==> config.mk <==
export PLATFORM = sky130hd
export DESIGN_NAME = wb_merge
export DESIGN_NICKNAME = d
export VERILOG_FILES = /design/src/rtl/wb_merge.sv
export SDC_FILE = /design/constraint.sdc
export NUM_CORES = 1
export LEC_CHECK = 0
export CORE_MARGIN = 3
export CORE_UTILIZATION = 49
export DETAILED_ROUTE_END_ITERATION = 10
export GPL_TIMING_DRIVEN = 0
export PLACE_DENSITY = 0.72
export RECOVER_POWER = 25
export SLEW_MARGIN = 20
export SYNTH_ARGS = -nofsm -noshare
export SYNTH_HDL_FRONTEND = slang
export SYNTH_SLANG_ARGS = --single-unit
==> constraint.sdc <==
create_clock -name clk -period 2.3 [get_ports clk]
set_input_delay 0.345 -clock clk [delete_from_list [all_inputs] [get_ports clk]]
set_output_delay 0.345 -clock clk [all_outputs]
set_load 0.02 [all_outputs]
==> src/rtl/wb_merge.sv <==
// Writeback merge: ALU results and FIFO-buffered load returns share one register-file write port.
// Optional macro WB_MERGE_PENDING_EN adds chk_* lookup ports flagging registers with an in-flight write.
module wb_merge #(
  parameter int DEPTH  = 4,
  parameter int DATA_W = 32,
  parameter int ADDR_W = 4,
  parameter int TID_W  = 2
) (
  input  logic                     clk,
  input  logic                     reset,
  input  logic                     alu_valid,
  output logic                     alu_ready,
  input  logic [TID_W-1:0]         alu_tid,
  input  logic [ADDR_W-1:0]        alu_addr,
  input  logic [DATA_W-1:0]        alu_data,
  input  logic                     mem_valid,
  output logic                     mem_ready,
  input  logic [TID_W-1:0]         mem_tid,
  input  logic [ADDR_W-1:0]        mem_addr,
  input  logic [DATA_W-1:0]        mem_data,
  output logic                     wena,
  output logic [ADDR_W-1:0]        waddr,
  output logic [DATA_W-1:0]        wdata,
  output logic [TID_W-1:0]         w_thread,
  output logic [$clog2(DEPTH):0]   fifo_count
`ifdef WB_MERGE_PENDING_EN
  ,
  input  logic [TID_W-1:0]         chk_tid,
  input  logic [ADDR_W-1:0]        chk_addr0,
  input  logic [ADDR_W-1:0]        chk_addr1,
  output logic                     chk_hit0,
  output logic                     chk_hit1
`endif
);

  localparam int PTR_W = $clog2(DEPTH);
  localparam int CNT_W = PTR_W + 1;
  localparam logic [CNT_W-1:0]  FULL_CNT  = CNT_W'(DEPTH);
  localparam logic [ADDR_W-1:0] ADDR_ZERO = {ADDR_W{1'b0}};

  logic [DATA_W-1:0] data_mem_q [DEPTH];
  logic [ADDR_W-1:0] addr_mem_q [DEPTH];
  logic [TID_W-1:0]  tid_mem_q  [DEPTH];

  logic [PTR_W-1:0]  rd_ptr_q, wr_ptr_q;
  logic [CNT_W-1:0]  count_q, count_d;
  logic              wena_q, wena_d;
  logic [ADDR_W-1:0] waddr_q, waddr_d;
  logic [DATA_W-1:0] wdata_q, wdata_d;
  logic [TID_W-1:0]  wthr_q, wthr_d;

  logic full_s, push_s, pop_s, alu_win_s;

  // Handshake readies come only from the registered occupancy
  always_comb begin
    full_s    = (count_q == FULL_CNT);
    alu_ready = !reset && !full_s;
    mem_ready = !reset && (count_q < FULL_CNT);
    push_s    = mem_valid && mem_ready && (mem_addr != ADDR_ZERO);
  end

  // Port arbitration and next write-stage contents
  always_comb begin
    pop_s     = 1'b0;
    alu_win_s = 1'b0;
    wena_d    = 1'b0;
    waddr_d   = waddr_q;
    wdata_d   = wdata_q;
    wthr_d    = wthr_q;
    if (full_s) begin
      pop_s = 1'b1;
    end else if (alu_valid) begin
      alu_win_s = 1'b1;
    end else if (count_q != {CNT_W{1'b0}}) begin
      pop_s = 1'b1;
    end else begin
      pop_s = 1'b0;
    end

    // An ALU write to register zero takes the port but produces no write
    if (pop_s) begin
      wena_d  = 1'b1;
      waddr_d = addr_mem_q[rd_ptr_q];
      wdata_d = data_mem_q[rd_ptr_q];
      wthr_d  = tid_mem_q[rd_ptr_q];
    end else if (alu_win_s && (alu_addr != ADDR_ZERO)) begin
      wena_d  = 1'b1;
      waddr_d = alu_addr;
      wdata_d = alu_data;
      wthr_d  = alu_tid;
    end else begin
      wena_d  = 1'b0;
    end

    count_d = count_q + CNT_W'(push_s) - CNT_W'(pop_s);
  end

  // Control state and registered write-port outputs
  always_ff @(posedge clk) begin
    if (reset) begin
      rd_ptr_q <= {PTR_W{1'b0}};
      wr_ptr_q <= {PTR_W{1'b0}};
      count_q  <= {CNT_W{1'b0}};
      wena_q   <= 1'b0;
      waddr_q  <= {ADDR_W{1'b0}};
      wdata_q  <= {DATA_W{1'b0}};
      wthr_q   <= {TID_W{1'b0}};
    end else begin
      count_q <= count_d;
      wena_q  <= wena_d;
      waddr_q <= waddr_d;
      wdata_q <= wdata_d;
      wthr_q  <= wthr_d;
      if (push_s) begin
        wr_ptr_q <= wr_ptr_q + PTR_W'(1);
      end
      if (pop_s) begin
        rd_ptr_q <= rd_ptr_q + PTR_W'(1);
      end
    end
  end

  // Load-return storage; no push is possible while reset is high
  always_ff @(posedge clk) begin
    if (push_s) begin
      data_mem_q[wr_ptr_q] <= mem_data;
      addr_mem_q[wr_ptr_q] <= mem_addr;
      tid_mem_q[wr_ptr_q]  <= mem_tid;
    end
  end

  assign wena       = wena_q;
  assign waddr      = waddr_q;
  assign wdata      = wdata_q;
  assign w_thread   = wthr_q;
  assign fifo_count = count_q;

`ifdef WB_MERGE_PENDING_EN
  function automatic logic tag_match(input logic [TID_W-1:0] tid_a, input logic [ADDR_W-1:0] addr_a,
                                     input logic [TID_W-1:0] tid_b, input logic [ADDR_W-1:0] addr_b);
    return (tid_a == tid_b) && (addr_a == addr_b);
  endfunction

  logic [PTR_W-1:0] off_s [DEPTH];
  logic             hit0_s, hit1_s;

  // An entry is live when its distance from the read pointer is below the count
  always_comb begin
    hit0_s = wena_q && tag_match(wthr_q, waddr_q, chk_tid, chk_addr0);
    hit1_s = wena_q && tag_match(wthr_q, waddr_q, chk_tid, chk_addr1);
    for (int i = 0; i < DEPTH; i++) begin
      off_s[i] = PTR_W'(i) - rd_ptr_q;
      if ({1'b0, off_s[i]} < count_q) begin
        hit0_s = hit0_s | tag_match(tid_mem_q[i], addr_mem_q[i], chk_tid, chk_addr0);
        hit1_s = hit1_s | tag_match(tid_mem_q[i], addr_mem_q[i], chk_tid, chk_addr1);
      end else begin
        hit0_s = hit0_s;
        hit1_s = hit1_s;
      end
    end
    chk_hit0 = hit0_s && (chk_addr0 != ADDR_ZERO);
    chk_hit1 = hit1_s && (chk_addr1 != ADDR_ZERO);
  end
`endif

endmodule

== Yosys cells after proc, flatten, opt, wreduce, memory -nomap -nowiden ==
Memory sizes are Yosys's and may differ from the RTL's. A register that Yosys moved wholly into a read port is not among the register bits.
Index checks and enable logic that the tools add are counted.

* Add/sub/neg operators: 4
* Magnitude comparators: 1
* Eq/ne operators: 1
* Multiplexer cells: 21
* Reduce and logical (&&, ||, !) cells: 11

{| class="wikitable"
|+ Operators by type and width
! kind !! count
|-
| 2-to-1 mux 32 bit || 2
|-
| 2-to-1 mux 2 bit || 8
|-
| 2-to-1 mux 1 bit || 9
|-
| 2-to-1 mux 4 bit || 2
|-
| nonzero test 4 bit || 2
|-
| logical AND 1 bit || 5
|-
| adder 2 x 1 -> 2 bit, second input constant || 2
|-
| adder 3 x 1 -> 3 bit || 1
|-
| == test 3 bit, second input constant || 1
|-
| < comparator 3 bit, second input constant || 1
|-
| nonzero test 3 bit || 1
|-
| subtractor 3 x 1 -> 3 bit || 1
|-
| logical NOT 1 bit || 2
|-
| nonzero test 2 bit || 1
|}

* Register bits: 46
* Memory bits (writable): 152
* Word-level logic and storage cells: 48
* Memories: 3

{| class="wikitable"
|+ Memory list
! memory !! depth !! width !! read ports !! clocked after memory_dff !! write ports !! line !! text
|-
| data_mem_q || 4 || 32 || 1 || 1 || 1 || 41 || <nowiki>logic [DATA_W-1:0] data_mem_q [DEPTH];</nowiki>
|-
| addr_mem_q || 4 || 4 || 1 || 1 || 1 || 42 || <nowiki>logic [ADDR_W-1:0] addr_mem_q [DEPTH];</nowiki>
|-
| tid_mem_q || 4 || 2 || 1 || 1 || 1 || 43 || <nowiki>logic [TID_W-1:0] tid_mem_q [DEPTH];</nowiki>
|}

== Longest topological paths before layout ==
Gate-level depths: netlist of the first run.

* Word-level depth: 6
* Depth in mapped cells: 10

== Least setup slack after synthesis of the first run ==
Ideal clock, no wire load.

* Path kind: register -> register
* Start: register count_q[1] (netlist: fifo_count[1])
* End: register count_q[2] (netlist: fifo_count[2])
* Setup time: 0.129 ns
* Data arrival time: 2.190 ns
* Setup slack: -0.018 ns
* Stages on the path, launching flop included: 11
* Clock period less this slack: 2.318 ns
* Path through: dfxtp_1 o21a_1 or2_1 buf_2 buf_4 xnor2_1 ha_1 fa_1 xnor2_1 xnor2_1 nor2_1

* Word-level cells in the longest chain between the ends: 6
* Elaborated cells between the ends (all ways): 11
* Those cells by class: 2 x add/sub; 1 x order compare; 1 x eq/ne; 3 x mux; 4 x reduce/logical

{| class="wikitable"
|+ RTL lines
! item !! line !! text
|-
| start: declaration || 46 || <nowiki>logic [CNT_W-1:0] count_q, count_d;</nowiki>
|-
| start signal: assignment || 103 || <nowiki>count_q <= {CNT_W{1'b0}};</nowiki>
|-
| start signal: assignment || 109 || <nowiki>count_q <= count_d;</nowiki>
|-
| < comparator 3 bit || 58 || <nowiki>mem_ready = !reset && (count_q < FULL_CNT);</nowiki>
|-
| logical AND 1 bit || 58 ||
|-
| logical AND 1 bit (2 in series) || 59 || <nowiki>push_s = mem_valid && mem_ready && (mem_addr != ADDR_ZERO);</nowiki>
|-
| adder 3 x 1 -> 3 bit || 95 || <nowiki>count_d = count_q + CNT_W'(push_s) - CNT_W'(pop_s);</nowiki>
|-
| subtractor 3 x 1 -> 3 bit (*) || 95 ||
|}

Mark *: on every way between the ends. The rest lies on a longest branch, timed or not.
A chain may end at the register's enable or synchronous reset.

== Final worst setup path of the first run ==
* Start: input mem_addr[1]
* End: register count_q[2] (netlist: fifo_count[2])

* Word-level cells in the longest chain between the ends: 4

{| class="wikitable"
|+ RTL lines
! item !! line !! text
|-
| start: declaration || 19 || <nowiki>input logic [ADDR_W-1:0] mem_addr,</nowiki>
|-
| nonzero test 4 bit || 59 ||
|-
| logical AND 1 bit || 59 ||
|-
| adder 3 x 1 -> 3 bit || 95 ||
|-
| subtractor 3 x 1 -> 3 bit || 95 ||
|}

Every way passes these cells.

==> reports/summary.txt, run 1 <==
status -> finished, final reports clean
post-synthesis cell count -> 468
post-synth top area share -> 0.5624
Yosys warnings -> 0
Fmax -> 444.3 MHz
Post-CTS Hold Buffers -> 0
vias in the first global route -> 5088
all-layer global routing usage -> 0.2084
setup TNS -> 0 ns
Setup Viol. Count Final -> 0
R2R depth -> 9
Slew Limit Headroom -> 0.4476
first-pass GRT wire length -> 28680 um
clock sink count -> 200
main combinational cell family by area after synthesis -> multiplexers
drt initial violations -> 349
most frequent cells in the layout -> edfxtp_1, clkdlybuf4s50_1, nand2_1, dfxtp_1, mux4_2
Routability Congestion -> 0.7404
Port-buffer cells -> 122
share of cells above drive strength 1 -> 0.2935
Final Net Count -> 700
fin. max-slew vios -> 0
internal power -> 7.792 mW
Max-Cap Viols -> 0
CTS tree -> yes
share of the clock period used by the worst path -> 0.9785
Syn Nets -> 554
die area -> 18140 sq um
count of flip-flops with a built-in enable after synthesis -> 152
Synth async-reset ratio -> 0
Mean Syn Cell Area -> 17.34 sq um
Pleak -> 3.332 nW
Synth area leaders -> edfxtp_1, dfxtp_1, mux4_2
Vias/cell -> 5.591
unrepaired setup endpoints after global routing -> no
Cell Rows -> 46
TritonCTS Buffers -> 17
Max IR drop VDD -> 0.0006975 V
Pwr per Cell Area -> 1127 nW/um^2
initial antenna violation count -> 0
final instance area -> 10280 sq um
Worst-Margin Slew -> 0.8197 ns
CTS H-Tree Depth -> 4
sequential area share after synthesis -> 0.6809
Routed WL -> 18070 um
hold path cells -> 1
Cell Area, Synth -> 8115 sq um
Synth area leader -> edfxtp_1
power share of the combinational group -> 0.368
CTS max path bufs -> 2
die width -> 134.7 um
Final Hold Vio Count -> 0
Adder-Cell Fraction of Synth Area -> 0.01018
HPWL after DPL -> 12350 um
flop and latch count out of synthesis -> 200
Synth Area in Compound Gates -> 0.08480
top_reg_cell synth -> edfxtp_1
Simple-Gate Fraction of Synth Area -> 0.08526
clock latency on the worst-skew pair -> 0.42 ns
Critical Path Source Type -> input pin
Initial Utilization -> 0.5054
crit path kind -> input pin to flip-flop
First-pass DRT Iterations -> 5
mux share of post-synthesis cell area -> 0.1055
final core occ -> 0.6402
worst hold path class -> input pin to flip-flop
reg2reg setup slack -> 0.07 ns
antenna viol nets, final -> 0
die height -> 134.7 um
CP Data Arrival Time -> 2.54 ns
clock-pin slew on the worst setup and hold paths -> 0.07 ns
CP Capture Type -> flip-flop
power share of the clock group -> 0.233
final critical-path required period -> 2.251 ns
most common cell after layout, fill and taps aside -> edfxtp_1
DP Area -> 9694 sq um
Filler cells -> 1119
critical path data required time -> 2.59 ns
Unique masters post-synth -> 37
io pins -> 124
wire per inst -> 21.41 um
clk root buf -> clkbuf_16
sw frac -> 0.3277
Max FO, Critical Path -> 8
Layout area overhead -> 26.67%
Sequential Power Share -> 0.399
Via Count -> 4719
WHS -> 0.3558 ns
net switching power -> 3.798 mW
grt ovf -> 0
Residual DRC -> 0
Post-Synth XOR/XNOR Area -> 0.003238
Core ar. -> 16060 sq um
largest net degree at the start of global routing -> 24
clock skew -> 0.007085 ns
cell type report:
cell class / count / area [sq um] / area share
well taps: 216 / 270.3 / 0.02629
multi-input cells: 228 / 2379 / 0.2314
clock buffers: 18 / 429.2 / 0.04175
clock inverters: 14 / 102.6 / 0.009980
diodes: 1 / 2.502 / 0.0002434
flip-flops and latches: 200 / 5532 / 0.5381
repair buffers: 128 / 1310 / 0.1274
inverters: 4 / 15.01 / 0.001461
plain buffers: 35 / 240.2 / 0.02337
per-stage QoR:
stage	worst slack (ns)	power, mW	instances
6_report	0.04947	11.59	844
2_1_floorplan	0.01126	7.427	468
5_1_grt	0.001171	12.11	843
3_3_place_gp	-1.021	8.782	806
3_5_place_dp	-0.7419	8.914	810
4_1_cts	0.004548	11.69	843
Yosys cell counts (3+ instances only):
cell type	number
nand2_2	9
edfxtp_1	152
and3_1	4
inv_1	4
xnor2_1	3
nor3_2	21
a311oi_2	34
ha_1	5
a211oi_2	4
buf_2	18
a22oi_1	4
buf_4	5
nor3_1	18
dfxtp_1	48
a21oi_1	7
clkbuf_1	7
nor2_1	3
nand2_1	59
mux4_2	38
metal layers:
metal,global-route usage,vias to the layer above,wire [um]
li1,-,2140,-
met1,0.2683,2424,7415
met2,0.3571,136,9589
met3,0.03800,19,788
met4,0.07410,0,277
met5,0,-,0
state kept, by name, indices dropped and copies added (netlist names), named ones only:
register    count
wdata          32
addr_mem_q     16
data_mem_q    128
rd_ptr_q        2
fifo_count      3
waddr           4
wr_ptr_q        2
tid_mem_q       8
w_thread        2
wena            1
timing repair:
action	CTS	global route
endpoints found under the setup margin	2	1
buffers inserted	2	0
pin swaps	3	1
hold endpoints to repair	0	0
resized for setup	14	5
cell families (layout without fill, tap and decap cells):
family,after synthesis,in the layout
adders and majority gates,6,6
AOI/OAI and AO/OA,56,56
buffers and inverters,40,199
and+or+nand+nor,125,125
other,0,1
muxes,38,38
DFF,200,200
xor gates and xnor gates,3,3
worst paths after layout:
check,startpoint,to
hold reg to reg,wdata[19],wdata[19]
setup reg to reg,fifo_count[1],fifo_count[2]
hold / removal,mem_addr[0],addr_mem_q[2][0]
setup / recovery,mem_addr[1],fifo_count[2]
power groups by stage:
| stage | logic (mW) | clock network [mW] | registers (mW) |
|---|---|---|---|
| global placement | 4.11 | 0 | 4.67 |
| finish | 4.27 | 2.70 | 4.63 |
| detailed placement | 4.23 | 0 | 4.69 |
| global route | 4.54 | 2.90 | 4.67 |
| CTS | 4.32 | 2.74 | 4.63 |
| floorplan | 2.41 | 0 | 5.02 |
worst max-delay path, cell delays in order:
cell           delay, ns
dlygate4sd2_1       0.29
or4_4               0.55
buf_4               0.17
and2_4              0.15
xnor2_1             0.13
ha_1                0.21
fa_2                0.34
xnor2_1             0.17
xnor2_1             0.13
nor2_1              0.05
No activity file was read; power rests on OpenSTA's default activity.
==> run 2: changes to the inputs <==
--- a/config.mk
+++ b/config.mk
@@ -5,6 +5,9 @@
 export SDC_FILE = /design/constraint.sdc
 export NUM_CORES = 1
 export LEC_CHECK = 0
+export ABC_AREA = 1
+export ABC_CLOCK_PERIOD_IN_PS = 2300
+export CORE_ASPECT_RATIO = 0.8
 export CORE_MARGIN = 3
 export CORE_UTILIZATION = 49
 export DETAILED_ROUTE_END_ITERATION = 10
==> reports/summary.txt, run 2 <==
Routability Congestion -> 0.8399 (+13%)
Port-buffer cells -> 123 (+0.82%)
most common cell in the netlist -> nand2_1
Slew Limit Headroom -> 0.5623 (+0.1147)
Post-CTS Hold Buffers -> 0 (unchanged)
Cell Area, Synth -> 8262 sq um (+1.8%)
clock sink count -> 200 (unchanged)
Unique masters post-synth -> 24 (-35%)
Residual DRC -> 0 (unchanged)
Syn Nets -> 899 (+62%)
wire per inst -> 17.30 um (-19%)
count of flip-flops with a built-in enable after synthesis -> 152 (unchanged)
Initial Utilization -> 0.5113 (+0.005890)
multi-input logic area -> 2456 sq um (+3.3%)
io pins -> 124 (unchanged)
First-pass DRT Iterations -> 5 (unchanged)
grt ovf -> 0 (unchanged)
Max FO, Critical Path -> 9 (+1)
top_reg_cell synth -> edfxtp_1
Routed WL -> 20640 um (+14%)
Filler cells -> 1291 (+15%)
share of the clock period used by the worst path -> 0.9402 (-0.03825)
Core ar. -> 16160 sq um (+0.63%)
Setup Viol. Count Final -> 0 (unchanged)
CP startpoint -> mem_addr[2]
Vias/cell -> 5.189 (-7.2%)
die height -> 122.1 um (-9.3%)
CTS tree -> yes
Synth area leader -> edfxtp_1
reg2reg setup slack -> 0.24 ns (+0.17 ns)
all-layer global routing usage -> 0.2311 (+0.02271)
Biggest register -> data_mem_q
die width -> 151.2 um (+12%)
crit path kind -> input pin to flip-flop
Max-Cap Viols -> 0 (unchanged)
clock-pin slew on the worst setup and hold paths -> 0.07 ns (about the same)
max reg flops -> 128 (unchanged)
status -> finished, final reports clean
final critical-path required period -> 2.163 ns (-0.08797 ns)
Final Net Count -> 1051 (+50%)
Worst-Margin Slew -> 0.6566 ns (-0.1631 ns)
clk root buf -> clkbuf_16
flop and latch count out of synthesis -> 200 (unchanged)
drt initial violations -> 736 (+110%)
share of cells above drive strength 1 -> 0.08495 (-0.2085)
Critical Path Source Type -> input pin
CTS max path bufs -> 2 (unchanged)
Max IR drop VDD -> 0.0005736 V (-18%)
largest net degree at the start of global routing -> 22 (-8.3%)
Reg2Reg Launch Point -> fifo_count[2]
Cell Rows -> 41 (-11%)
antenna viol nets, final -> 0 (unchanged)
CP Data Arrival Time -> 2.48 ns (-0.06 ns)
Synth area leaders -> edfxtp_1, nand2_1, dfxtp_1
vias in the first global route -> 5849 (+15%)
Mean Syn Cell Area -> 10.16 sq um (-41%)
Pleak -> 4.168 nW (+25%)
initial antenna violation count -> 2 (+2)
Yosys warnings -> 0 (unchanged)
most common cell after layout, fill and taps aside -> nand2_1
critical path data required time -> 2.62 ns (+0.03 ns)
Synth async-reset ratio -> 0 (unchanged)
first-pass GRT wire length -> 31730 um (+11%)
Final Total Pwr -> 11.80 mW (+1.8%)
post-synthesis cell count -> 813 (+74%)
fin. max-slew vios -> 0 (unchanged)
Via Count -> 6190 (+31%)
HPWL after DPL -> 14000 um (+13%)
Post-synth top cells -> nand2_1, edfxtp_1, nand3_1
Final Hold Vio Count -> 0 (unchanged)
worst hold path class -> flip-flop to flip-flop
clock latency on the worst-skew pair -> 0.43 ns (about the same)
Pwr per Cell Area -> 1113 nW/um^2 (-1.3%)
hold_sp -> wdata[9]
die area -> 18460 sq um (+1.8%)
end of the worst register-to-register path -> fifo_count[2]
final core occ -> 0.6563 (+0.01612)
unrepaired setup endpoints after global routing -> no
clock skew -> 0.007580 ns (+0.0004944 ns)
hold path cells -> 2 (+1)
Layout area overhead -> 28.37%
post-synth top area share -> 0.5525 (-0.009966)
TritonCTS Buffers -> 17 (unchanged)
Reg area -> 5525 sq um (-0.11%)
CTS H-Tree Depth -> 4 (unchanged)
CP Capture Type -> flip-flop
sequential area share after synthesis -> 0.6688 (-0.01206)
most frequent cells in the layout -> nand2_1, edfxtp_1, clkdlybuf4s50_1, nand3_1, nor2_1
R2R depth -> 7 (-2)
CP endpoint -> fifo_count[2]
Fmax -> 462.4 MHz (+4.1%)
## run 2: report_power, final
part / internal, mW / switching [mW] / total (mW)
Sequential: 4.31 / 0.209 / 4.52
Combinational: 1.64 / 2.69 / 4.33
Clock: 1.70 / 1.26 / 2.96
## run 2: metrics by stage
stage	hold slack [ns]	setup TNS, ns	cell area, sq um	setup slack [ns]	cells
global placement	0.4377	-216.71	9772	-1.448	1151
floorplan	0.4439	-52.74	8272	-0.3470	813
detailed placement	0.4412	-61.08	9977	-0.5798	1158
finish	0.4545	0	10610	0.1374	1193
global route	0.4690	0	10610	0.06006	1193
CTS	0.4557	0	10610	0.09212	1193
## run 2: final cells by class
cell class | count | area share
Timing Repair Buffer | 134 | 0.1376
Buffer | 46 | 0.02336
Multi-Input combinational cell | 550 | 0.2316
Sequential cell | 200 | 0.5210
Antenna cell | 1 | 0.0002360
Tap cell | 215 | 0.02537
Clock buffer | 18 | 0.04047
Inverter | 16 | 0.005663
Clock inverter | 13 | 0.01475
## run 2: cells by family after synthesis
group | after synthesis | share of synthesized area
buf+inv | 63 | 0.03816
fa+ha+maj | 6 | 0.009996
flops | 200 | 0.6688
xor+xnor | 5 | 0.005300
simple gates | 500 | 0.2523
compound gates | 39 | 0.02544
## run 2: timing repair
| action | 4_1_cts | 5_1_grt |
|---|---|---|
| setup buffers | 4 | 0 |
| setup endpoints to repair | 69 | 2 |
| pin swaps | 4 | 0 |
| resized for setup | 1 | 0 |
| cloned | 0 | 0 |
## run 2: critical path, stage by stage
cell and delay (ns):
clkdlybuf4s50_1 0.62, nor2_1 0.09, nand2_1 0.11, nand3_2 0.29, xor2_1 0.25, ha_1 0.21
fa_1 0.37, xor2_1 0.16, nor2_1 0.05
## run 2: how the worst min path moves through the flow
stage / to / slack [ns]
2_1_floorplan: addr_mem_q[0][0] / 0.44
3_3_place_gp: wdata[4] / 0.44
3_5_place_dp: wdata[9] / 0.44
4_1_cts: wdata[2] / 0.46
5_1_grt: wdata[9] / 0.47
6_report: wdata[9] / 0.45
## run 2: per-layer routing
| metal | vias up | share of wire | global-route usage |
|---|---|---|---|
| li1 | 3022 | - | - |
| met1 | 2891 | 0.44 | 0.3311 |
| met2 | 252 | 0.47 | 0.3599 |
| met3 | 23 | 0.079 | 0.04797 |
| met4 | 2 | 0.011 | 0.06682 |
| met5 | - | 0.00063 | 0 |
